--- config.mk ---
export PLATFORM = sky130hd
export DESIGN_NAME = aether_cmd_framer
export DESIGN_NICKNAME = d
export VERILOG_FILES = /design/src/rtl/aether_cmd_framer.sv
export SDC_FILE = /design/constraint.sdc
export NUM_CORES = 1
export LEC_CHECK = 0
export BUFFER_PORTS_ARGS = -buffer_cell sky130_fd_sc_hd__buf_2
export CORE_MARGIN = 1.5
export CORE_UTILIZATION = 54
export CTS_CLUSTER_SIZE = 10
export DETAILED_ROUTE_END_ITERATION = 7
export GPL_ROUTABILITY_DRIVEN = 0
export PLACE_DENSITY = 0.79
export SETUP_SLACK_MARGIN = 0.4
export SYNTH_ARGS = -nofsm -noshare
export SYNTH_HDL_FRONTEND = slang
export SYNTH_SLANG_ARGS = --single-unit
export TNS_END_PERCENT = 5
--- constraint.sdc ---
create_clock -name clk_i -period 2.6 [get_ports clk_i]
set_clock_uncertainty 0.1 [all_clocks]
set_input_delay 0.26 -clock clk_i [delete_from_list [all_inputs] [get_ports clk_i]]
set_output_delay 0.26 -clock clk_i [all_outputs]
set_load 0.005 [all_outputs]
--- src/rtl/aether_cmd_framer.sv ---
// Host command framer for the Aether instruction decoder: packs 3-byte frames into
// a one-cycle command and returns the decoder's 16-bit data as a 2-byte response.
module aether_cmd_framer #(
  parameter int unsigned TimeoutCycles = 1000000,
  parameter logic [3:0]  NopOpcode     = 4'h0
) (
  input  logic        clk_i,
  input  logic        rst_ni,
  input  logic [7:0]  rx_data_i,
  input  logic        rx_valid_i,
  output logic        rx_ready_o,
  output logic [7:0]  tx_data_o,
  output logic        tx_valid_o,
  input  logic        tx_ready_i,
  input  logic        engine_busy_i,
  output logic [3:0]  instruction_o,
  output logic [3:0]  param_1_o,
  output logic [15:0] param_2_o,
  output logic        cmd_issue_o,
  input  logic [15:0] data_i,
  output logic        frame_drop_o
);

  localparam int unsigned   CntW   = $clog2(TimeoutCycles);
  localparam logic [CntW-1:0] CntMax = CntW'(TimeoutCycles - 1);

  typedef enum logic [2:0] {RX0, RX1, RX2, WAIT, ISSUE, TX_HI, TX_LO} state_e;

  state_e          state_q, state_d;
  logic [7:0]      byte0_q;
  logic [15:0]     param_2_q;
  logic [7:0]      resp_lo_q;
  logic [CntW-1:0] cnt_q;
  logic [7:0]      tx_data_q;
  logic            tx_valid_q;
  logic            frame_drop_q;

  logic rx_fire, tx_fire, in_rx_timed, timeout;

  assign rx_ready_o  = (state_q == RX0) || (state_q == RX1) || (state_q == RX2);
  assign rx_fire     = rx_valid_i && rx_ready_o;
  assign tx_fire     = tx_valid_q && tx_ready_i;
  assign in_rx_timed = (state_q == RX1) || (state_q == RX2);
  // An accepted byte always beats the timeout in the same cycle.
  assign timeout     = in_rx_timed && !rx_fire && (cnt_q == CntMax);

  // NOTE: combinational blocks use blocking '=' and assign every output a default
  // first, so no path can leave a signal unassigned and infer a latch.
  always_comb begin
    state_d = state_q;
    unique case (state_q)
      RX0:   if (rx_fire) state_d = RX1;
      RX1:   if (rx_fire) state_d = RX2; else if (timeout) state_d = RX0;
      RX2:   if (rx_fire) state_d = WAIT; else if (timeout) state_d = RX0;
      WAIT:  if (!engine_busy_i) state_d = ISSUE;
      ISSUE: state_d = TX_HI;
      TX_HI: if (tx_fire) state_d = TX_LO;
      TX_LO: if (tx_fire) state_d = RX0;
      default: state_d = RX0;
    endcase
  end

  // NOTE: sequential state uses non-blocking '<=' so every flop samples pre-edge values.
  always_ff @(posedge clk_i or negedge rst_ni) begin
    if (!rst_ni) begin
      state_q      <= RX0;
      byte0_q      <= 8'h00;
      param_2_q    <= 16'h0000;
      resp_lo_q    <= 8'h00;
      cnt_q        <= '0;
      tx_data_q    <= 8'h00;
      tx_valid_q   <= 1'b0;
      frame_drop_q <= 1'b0;
    end else begin
      state_q      <= state_d;
      frame_drop_q <= timeout;

      if (rx_fire) begin
        if (state_q == RX0) byte0_q         <= rx_data_i;
        if (state_q == RX1) param_2_q[15:8] <= rx_data_i;
        if (state_q == RX2) param_2_q[7:0]  <= rx_data_i;
      end

      if (in_rx_timed && !rx_fire && !timeout) cnt_q <= cnt_q + 1'b1;
      else                                     cnt_q <= '0;

      // High byte goes straight to the output register; low byte waits in resp_lo_q.
      if (state_q == ISSUE) begin
        resp_lo_q  <= data_i[7:0];
        tx_data_q  <= data_i[15:8];
        tx_valid_q <= 1'b1;
      end else if (tx_fire) begin
        if (state_q == TX_HI) tx_data_q  <= resp_lo_q;
        else                  tx_valid_q <= 1'b0;
      end
    end
  end

  // The decoder is combinational, so anything but NOP outside ISSUE would execute.
  assign cmd_issue_o   = (state_q == ISSUE);
  assign instruction_o = cmd_issue_o ? byte0_q[7:4] : NopOpcode;
  assign param_1_o     = cmd_issue_o ? byte0_q[3:0] : 4'h0;
  assign param_2_o     = cmd_issue_o ? param_2_q    : 16'h0000;
  assign tx_data_o     = tx_data_q;
  assign tx_valid_o    = tx_valid_q;
  assign frame_drop_o  = frame_drop_q;

endmodule

==> reports/qor.csv, run 1 <==
metric,value,unit
drtAntennaViolNets,0,
startpoint_type,flop,
rows,27,
irDropWorstVdd,0.7269,mV
cts_buffers,9,
report.final.slew_viol_count,0,
worstPathArrival,2.28,ns
hold_class,in -> reg,
synth_commonest_cells,"dfrtp_1, mux2_2, and2_1, nand2_1, nor2_1",
synth.net_count,303,
syn-cell-area,3055,sq um
drt_iter0_drc,98,
dieArea,6118,sq um
max_slew_margin,59.09,%
netlist_top_cells_area,"dfrtp_1, mux2_2, and2_1, mux2i_1, xnor2_1",
io-pin-count,65,
chipHeight,78.22,um
avgSynthCellArea,11.19,sq um
clk_pin_slew,0.08,ns
ys_seq_elements,65,
fill_cells,406,
yosys.area.top_type,dfrtp_1,
synth.most_common_cell,dfrtp_1,
outcome,"complete, no violations",
avgViaCountPerCell,5.332,
insertion_delay,0.34,ns
antenna_found_initial,0,
synth_async_sr_flop_share,100.0,%
cts.sinks,65,
syn2layout_area_growth,22.36,%
dp_hpwl,4114,um
ys_seq_area_share,53.24,%
die_x,78.22,um
fin_crit,2.156,ns
yosysWarnings,0,
num_vias,2250,
tritoncts,yes,
cp-end-kind,flop,
antenna_cells,0,
drive_gt1_share,36.57,%
grtUsageMet3,6.512,%
drcViolationCount,0,
routed_wl,6173,um
tightest_slew,0.6129,ns
yosys.cell_types.count,38,
ff_latch_area,1629,sq um
finalCritPeriodShare,82.92,%
crit_type,reg -> reg,
grt_pass1_vias,2149,
max_clock_freq,463.8,MHz
grt_pass1_wl,10090,um
syn_inst,273,
yosys.area.top_type_share,53.24,%
grt_max_degree,66,
met1_usage,28.87,%
final.setup.tns,0,ns
drtPass1Iterations,4,
port_buffers,64,
clock_tree.buffer_depth,2,
rsz0062_at_grt,true,
pwr_density_cell,956.6,nW/um^2
whs,0.01184,ns
power.leakage,1.677,nW
htreeDepth,3,
wire_per_inst,14.63,um
synth-main-ff-cell,dfrtp_1,
grt_use_total,21.68,%
finalSetupViolations,0,
grtUsageMet2,32.70,%
start_util,55.83,%
multi_input_area,1368,sq um
drv_cap,0,
cp_data_required_time,2.72,ns
core,5473,sq um
synth-edff-count,0,
finalNetCount,375,
root_buffer,clkbuf_8,
overflow,0,
hold_viol_final,0,
busiest_layer,met2,
crit_fanout,8,
==> report_power, final <==
part           switching, W  total (W)  internal (W)
clock              0.000403   0.000947      0.000543
combinational      0.000452    0.00103      0.000582
sequential         0.000231    0.00160       0.00136
==> kinds of logic after synthesis <==
group / Yosys count / share of synthesized area (%)
simple gates: 104 / 18.96
mux: 41 / 14.74
compound gates: 32 / 6.511
flops: 65 / 53.24
fa+ha+maj: 1 / 0.4094
xor+xnor: 13 / 3.726
buf+inv: 17 / 2.416
==> routing by layer <==
layer  vias up  share of wire [%]
met5         -                  0
met4         0                1.7
met3        12                5.0
met2        64                 47
met1      1066                 47
li1       1108                  -
==> final cells by class <==
type | count | share of cell area [%]
Timing Repair Buffer | 72 | 11.01
Clock inverter | 6 | 2.410
Inverter | 6 | 0.6024
Clock buffer | 10 | 3.414
Sequential cell | 65 | 43.57
Tap cell | 72 | 2.410
Multi-Input combinational cell | 191 | 36.58
==> worst max-delay path: stages, from the launching register on <==
cell      delay [ns]
dfrtp_1         0.41
or4_1           0.53
or4_4           0.58
o21bai_4        0.16
buf_4           0.19
nor2_1          0.06
==> registers in the layout (all words and copies together) (netlist names) <==
| register | count |
|---|---|
| param_2_q | 16 |
| cnt_q | 20 |
| tx_data_o | 8 |
| byte0_q | 8 |
| state_q | 3 |
| tx_valid_o | 1 |
| resp_lo_q | 8 |
| frame_drop_o | 1 |
==> metrics by stage <==
| stage | utilization, % | total power (W) | cells | setup WS, ns | instance area (sq um) |
|---|---|---|---|---|---|
| final | 68.31 | 0.003576 | 422 | 0.4441 | 3739 |
| after global routing | 68.31 | 0.003806 | 422 | 0.3685 | 3739 |
| after CTS | 67.79 | 0.003573 | 422 | 0.3254 | 3710 |
| after detailed placement | 63.35 | 0.002607 | 403 | 0.3217 | 3467 |
| after global placement | 63.35 | 0.002549 | 403 | 0.3572 | 3467 |
| after floorplan | - | 0.002259 | 273 | 0.4795 | 3055 |
==> what timing repair did <==
item	CTS	global route
buffers inserted	2	0
hold buffers	1	0
pin swaps	1	0
gates resized for setup	0	9
endpoints found under the hold margin	65	0
endpoints found under the setup margin	43	37
==> worst paths after layout <==
path	endpoint	startpoint	slack, ns	cells past startpoint
max in group asynchronous	state_q[1]$_DFFE_PN0P_	rst_ni	1.72	3
worst min register to register	byte0_q[7]$_DFFE_PN0P_	byte0_q[7]$_DFFE_PN0P_	0.40	1
worst max register to register	cnt_q[3]$_DFF_PN0_	cnt_q[11]$_DFF_PN0_	0.44	5
min in group asynchronous	tx_valid_o$_DFFE_PN0P_	rst_ni	0.36	3
worst max-delay path	cnt_q[3]$_DFF_PN0_	cnt_q[11]$_DFF_PN0_	0.44	5
worst min-delay path	tx_data_o[1]$_DFFE_PN0P_	data_i[9]	0.01	3
==> placed cells by master (no fill, tap or decap), types with 4 or more instances in the layout <==
cell type	count
buf_2	64
dfrtp_1	63
mux2_2	32
and2_1	24
nand2_1	18
nor2_1	16
nand3_1	13
o21ai_0	13
mux2i_1	9
clkbuf_8	9
xnor2_1	8
a21oi_1	8
inv_1	6
or4_1	5
o31ai_1	5
xor2_1	5
buf_4	4
No activity file was read; power rests on OpenSTA's default activity.
==> inputs of run 2 (changes only) <==
Settings changed: CORE_UTILIZATION 54 to 49, PLACE_DENSITY 0.79 to 0.76.
Clock period 2.6 ns to 1.8 ns, I/O delays scaled along.
==> run 2 against run 1 <==
Register-to-register slack got worse by 0.73 ns. Non-clock buffer count rose by 48. Critical path type unchanged. The flow now finishes with violations (setup timing). Highest routed layer unchanged. Sequential share of layout area fell by 5.2 points. Clock power grew 61%. Critical endpoint is now cnt_q[15]$_DFF_PN0_.
==> reports/qor.csv, run 2 (synthesized netlist as in run 1, its figures left out) <==
metric,value,unit
hold_class,in -> reg,
violations,setup timing,
met1_usage,28.53,%
max_clock_freq,479.6,MHz
grt_use_total,24.28,%
htreeDepth,3,
rows,28,
tritoncts,yes,
routed_wl,7521,um
max_slew_margin,70.84,%
drv_cap,0,
finalCritPeriodShare,115.8,%
worstPathArrival,2.19,ns
irDropWorstVdd,0.9651,mV
final.setup.worst_slack,-0.2852,ns
fill_cells,421,
drtAntennaViolNets,0,
regToRegStartpoint,cnt_q[7]$_DFF_PN0_,
timing.reg2reg.setup_slack,-0.29,ns
final_area,4248,sq um
antenna_found_initial,0,
reg2regPathDepth,5,
grt_pass1_vias,2602,
startpoint_type,flop,
clock_tree.buffer_depth,2,
most-common-layout-cells,"buf_2, dfrtp_1, mux2_2, dlygate4sd3_1, and2_1",
start_util,51.30,%
finalNetCount,423,
holdPathStages,3,
grtUsageMet3,4.000,%
antenna_cells,0,
drcViolationCount,0,
layout_commonest_cell,buf_2,
busiest_layer,met2,
io-pin-count,65,
drtPass1Iterations,5,
r2r_end,cnt_q[15]$_DFF_PN0_,
cp_data_required_time,1.91,ns
drive_gt1_share,39.45,%
cp_cell_sequence,or4b_1 > or4_4 > o21bai_4 > buf_12 > a21oi_1,
tightest_slew,0.4334,ns
rsz0062_at_grt,true,
insertion_delay,0.33,ns
hold_viol_final,0,
fin_crit,2.085,ns
overflow,0,
regMostFlops,cnt_q,
cts.sinks,65,
crit_type,reg -> reg,
grtUsageMet2,42.21,%
report.final.slew_viol_count,0,
p_total,0.005569,W
pwr_density_cell,1311,nW/um^2
clk_pin_slew,0.07,ns
wire_per_inst,15.90,um
largest_reg_flops,20,
outcome,"complete, but fails checks",
hold_end,tx_valid_o$_DFFE_PN0P_,
grt_max_degree,66,
power.leakage,1.920,nW
syn2layout_area_growth,39.03,%
dieArea,6718,sq um
crit_slowest_cell,or4_4,
avgViaCountPerCell,5.288,
max_stage_delay,0.59,ns
core,5956,sq um
min_from,tx_ready_i,
root_buffer,clkbuf_8,
port_buffers,64,
top_regs,"cnt_q: 20 flops, param_2_q: 16 flops",
drt_iter0_drc,92,
grt_pass1_wl,12040,um
cp-end-kind,flop,
chipHeight,81.97,um
place_ws,-0.3264,ns
crit_fanout,19,
num_vias,2501,
dp_hpwl,4533,um
finalSetupViolations,46,
cts_buffers,9,
die_x,81.97,um
post_dp_cell_area,3684,sq um
## run 2: layer usage
layer	vias up	wire length [um]
li1	1196	-
met1	1212	3051
met2	75	3973
met3	18	259
met4	0	237
met5	-	0
## run 2: what timing repair did
action / 4_1_cts / 5_1_grt
buffers inserted: 0 / 0
resized for setup: 11 / 4
hold endpoints to repair: 102 / 0
setup endpoints to repair: 88 / 89
pin swaps: 6 / 1
hold buffers: 26 / 0
## run 2: final cells by class
class / count / area (sq um) / share of cell area (%)
Clock buffer: 10 / 127.6 / 3.004
Inverter: 6 / 22.52 / 0.5302
Tap cell: 75 / 93.84 / 2.209
Sequential cell: 65 / 1629 / 38.35
Timing Repair Buffer: 120 / 858.3 / 20.21
Multi-Input combinational cell: 191 / 1403 / 33.02
Clock inverter: 6 / 113.9 / 2.680
## run 2: through the flow
| stage | setup TNS (ns) | utilization (%) | instances | hold slack, ns |
|---|---|---|---|---|
| 6_report | -7.300 | 71.32 | 473 | 0.1202 |
| 5_1_grt | -10.10 | 71.32 | 473 | 0.1650 |
| 3_5_place_dp | -5.721 | 61.85 | 431 | 0.1197 |
| 3_3_place_gp | -4.947 | 61.85 | 431 | 0.1256 |
| 2_1_floorplan | -5.255 | - | 273 | -0.2156 |
| 4_1_cts | -7.378 | 71.09 | 473 | 0.08940 |
## run 2: worst max-delay path, delay by kind of cell (launching register included)
| kind | cells | cell delay [ns] |
|---|---|---|
| flops | 1 | 0.38 |
| compound gates | 2 | 0.20 |
| buf+inv | 1 | 0.17 |
| simple gates | 2 | 1.11 |
## run 2: worst max path at each step
stage	depth (start not counted)	endpoint	slack, ns	from
after floorplan	5	cnt_q[9]$_DFF_PN0_	-0.29	cnt_q[7]$_DFF_PN0_
after global placement	4	state_q[0]$_DFFE_PN0P_	-0.24	cnt_q[15]$_DFF_PN0_
after detailed placement	4	state_q[0]$_DFFE_PN0P_	-0.33	cnt_q[15]$_DFF_PN0_
after CTS	5	cnt_q[18]$_DFF_PN0_	-0.29	cnt_q[15]$_DFF_PN0_
after global routing	5	cnt_q[7]$_DFF_PN0_	-0.34	cnt_q[8]$_DFF_PN0_
final	5	cnt_q[15]$_DFF_PN0_	-0.29	cnt_q[7]$_DFF_PN0_
## run 2: power by group
| group | total [W] | internal, W | leakage [nW] | switching (W) |
|---|---|---|---|---|
| registers | 0.00230 | 0.00197 | 0.822 | 0.000329 |
| logic | 0.00175 | 0.000964 | 0.985 | 0.000785 |
| clock network | 0.00152 | 0.000926 | 0.113 | 0.000593 |
| total | 0.00557 | 0.00386 | 1.92 | 0.00171 |
==> inputs of run 3 (changes only) <==
Settings changed: SETUP_SLACK_MARGIN 0.4 to not set.
==> run 3 against run 2 <==
The flow still finishes with violations (setup timing). Clock-buffer cell count is the same. Largest power group unchanged. Critical path depth did not move. Setup slack gained 0.0057 ns. Critical endpoint is now cnt_q[7]$_DFF_PN0_. Total power decreased by 3.7%. Highest routed layer unchanged. Critical path type unchanged. Non-clock buffer count is 2 lower.
==> reports/qor.csv, run 3 (synthesized netlist as in run 1, its figures left out) <==
metric,value,unit
outcome,"complete, but fails checks",
violations,setup timing,
grt_use_total,22.15,%
drt_iter0_drc,72,
htreeDepth,3,
reg2regPathDepth,5,
holdPathStages,2,
fin_crit,2.080,ns
crit_type,reg -> reg,
clock_tree.buffer_depth,2,
finalNetCount,421,
max_clock_freq,480.9,MHz
tightest_slew,0.4165,ns
worstPathArrival,2.20,ns
final.setup.tns,-6.642,ns
drtAntennaViolNets,0,
clk_pin_slew,0.07,ns
drcViolationCount,0,
p_total,0.005364,W
insertion_delay,0.34,ns
top_regs,"cnt_q: 20 flops, param_2_q: 16 flops",
regMostFlops,cnt_q,
drtPass1Iterations,4,
cp_data_required_time,1.92,ns
core,5956,sq um
max_slew_margin,71.84,%
largest_reg_flops,20,
finalSetupViolations,46,
most-common-layout-cells,"dfrtp_1, buf_2, mux2_2, buf_4, and2_1",
power.leakage,1.901,nW
rsz0062_at_grt,true,
pwr_density_cell,1285,nW/um^2
crit_fanout,19,
num_vias,2492,
routed_wl,7090,um
grt_max_degree,50,
dp_hpwl,4760,um
grt_pass1_wl,11070,um
antenna_found_initial,0,
root_buffer,clkbuf_8,
fill_cells,432,
startpoint_type,flop,
tritoncts,yes,
port_buffers,64,
utilization,70.08,%
antenna_cells,0,
final.setup.worst_slack,-0.2795,ns
die_x,81.97,um
finalCritPeriodShare,115.5,%
hold_class,in -> reg,
hold_viol_final,0,
io-pin-count,65,
timing.reg2reg.setup_slack,-0.28,ns
irDropWorstVdd,0.8129,mV
syn2layout_area_growth,36.61,%
drive_gt1_share,39.24,%
overflow,0,
grt_pass1_vias,2467,
dieArea,6718,sq um
drv_cap,0,
wire_per_inst,15.09,um
report.final.slew_viol_count,0,
cts.sinks,65,
start_util,51.30,%
avgViaCountPerCell,5.302,
cp-end-kind,flop,
cts_buffers,9,
chipHeight,81.97,um
place_ws,-0.2969,ns
rows,28,
-- run 3: changes by cell type in the layout (fill, tap and decap cells not counted), sizes merged --
cell / previous run / this run
buf: 94 / 96
bufinv: 3 / 2
clkinv: 0 / 1
dlygate4sd3: 26 / 22
inv: 7 / 6
-- run 3: what timing repair did --
| action | 4_1_cts | 5_1_grt |
|---|---|---|
| setup endpoints to repair | 47 | 47 |
| hold buffers | 22 | 0 |
| setup buffers | 0 | 1 |
| hold endpoints to repair | 57 | 0 |
| pin swaps | 4 | 3 |
| gates resized for setup | 1 | 8 |
-- run 3: worst paths after layout --
check	to	from
worst max-delay path	cnt_q[7]$_DFF_PN0_	cnt_q[11]$_DFF_PN0_
worst min-delay path	param_2_q[13]$_DFFE_PN0P_	rx_data_i[5]
worst max register to register	cnt_q[7]$_DFF_PN0_	cnt_q[11]$_DFF_PN0_
worst min register to register	param_2_q[3]$_DFFE_PN0P_	param_2_q[3]$_DFFE_PN0P_
max in group asynchronous	resp_lo_q[3]$_DFFE_PN0P_	rst_ni
min in group asynchronous	tx_valid_o$_DFFE_PN0P_	rst_ni
-- run 3: final cells by class --
type,count,area [sq um],area share (%)
sequential,65,1629,39.03
multi-input combinational,191,1383,33.12
timing repair buffer,118,828.3,19.84
clock buffer,10,137.6,3.297
tap,75,93.84,2.248
clock inverter,5,80.08,1.918
inverter,6,22.52,0.5396
-- run 3: critical path, cell delays in order, from the launching register on --
cell      delay (ns)
dfrtp_1         0.38
or4_1           0.52
or4_4           0.59
o21bai_4        0.15
buf_12          0.17
nor2_1          0.06
-- run 3: report_power, final --
part | switching (W) | leakage [nW] | internal [W] | total [W]
registers | 0.000312 | 0.822 | 0.00197 | 0.00229
logic | 0.000757 | 0.974 | 0.000949 | 0.00171
clock network | 0.000565 | 0.104 | 0.000807 | 0.00137
-- run 3: metal layers --
metal	global-route usage [%]	wire, um	share of wire [%]
met1	27.17	3126	44
met2	36.80	3560	50
met3	5.111	272	3.8
met4	10.51	130	1.8
met5	0	0	0
-- run 3: metrics by stage --
stage | instance area (sq um) | std cells | hold slack (ns)
CTS | 4133 | 469 | 0.001362
detailed placement | 3691 | 432 | 0.01936
finish | 4174 | 470 | 0.004980
global placement | 3691 | 432 | 0.01928
global route | 4174 | 470 | 0.001156
floorplan | 3055 | 273 | -0.2156
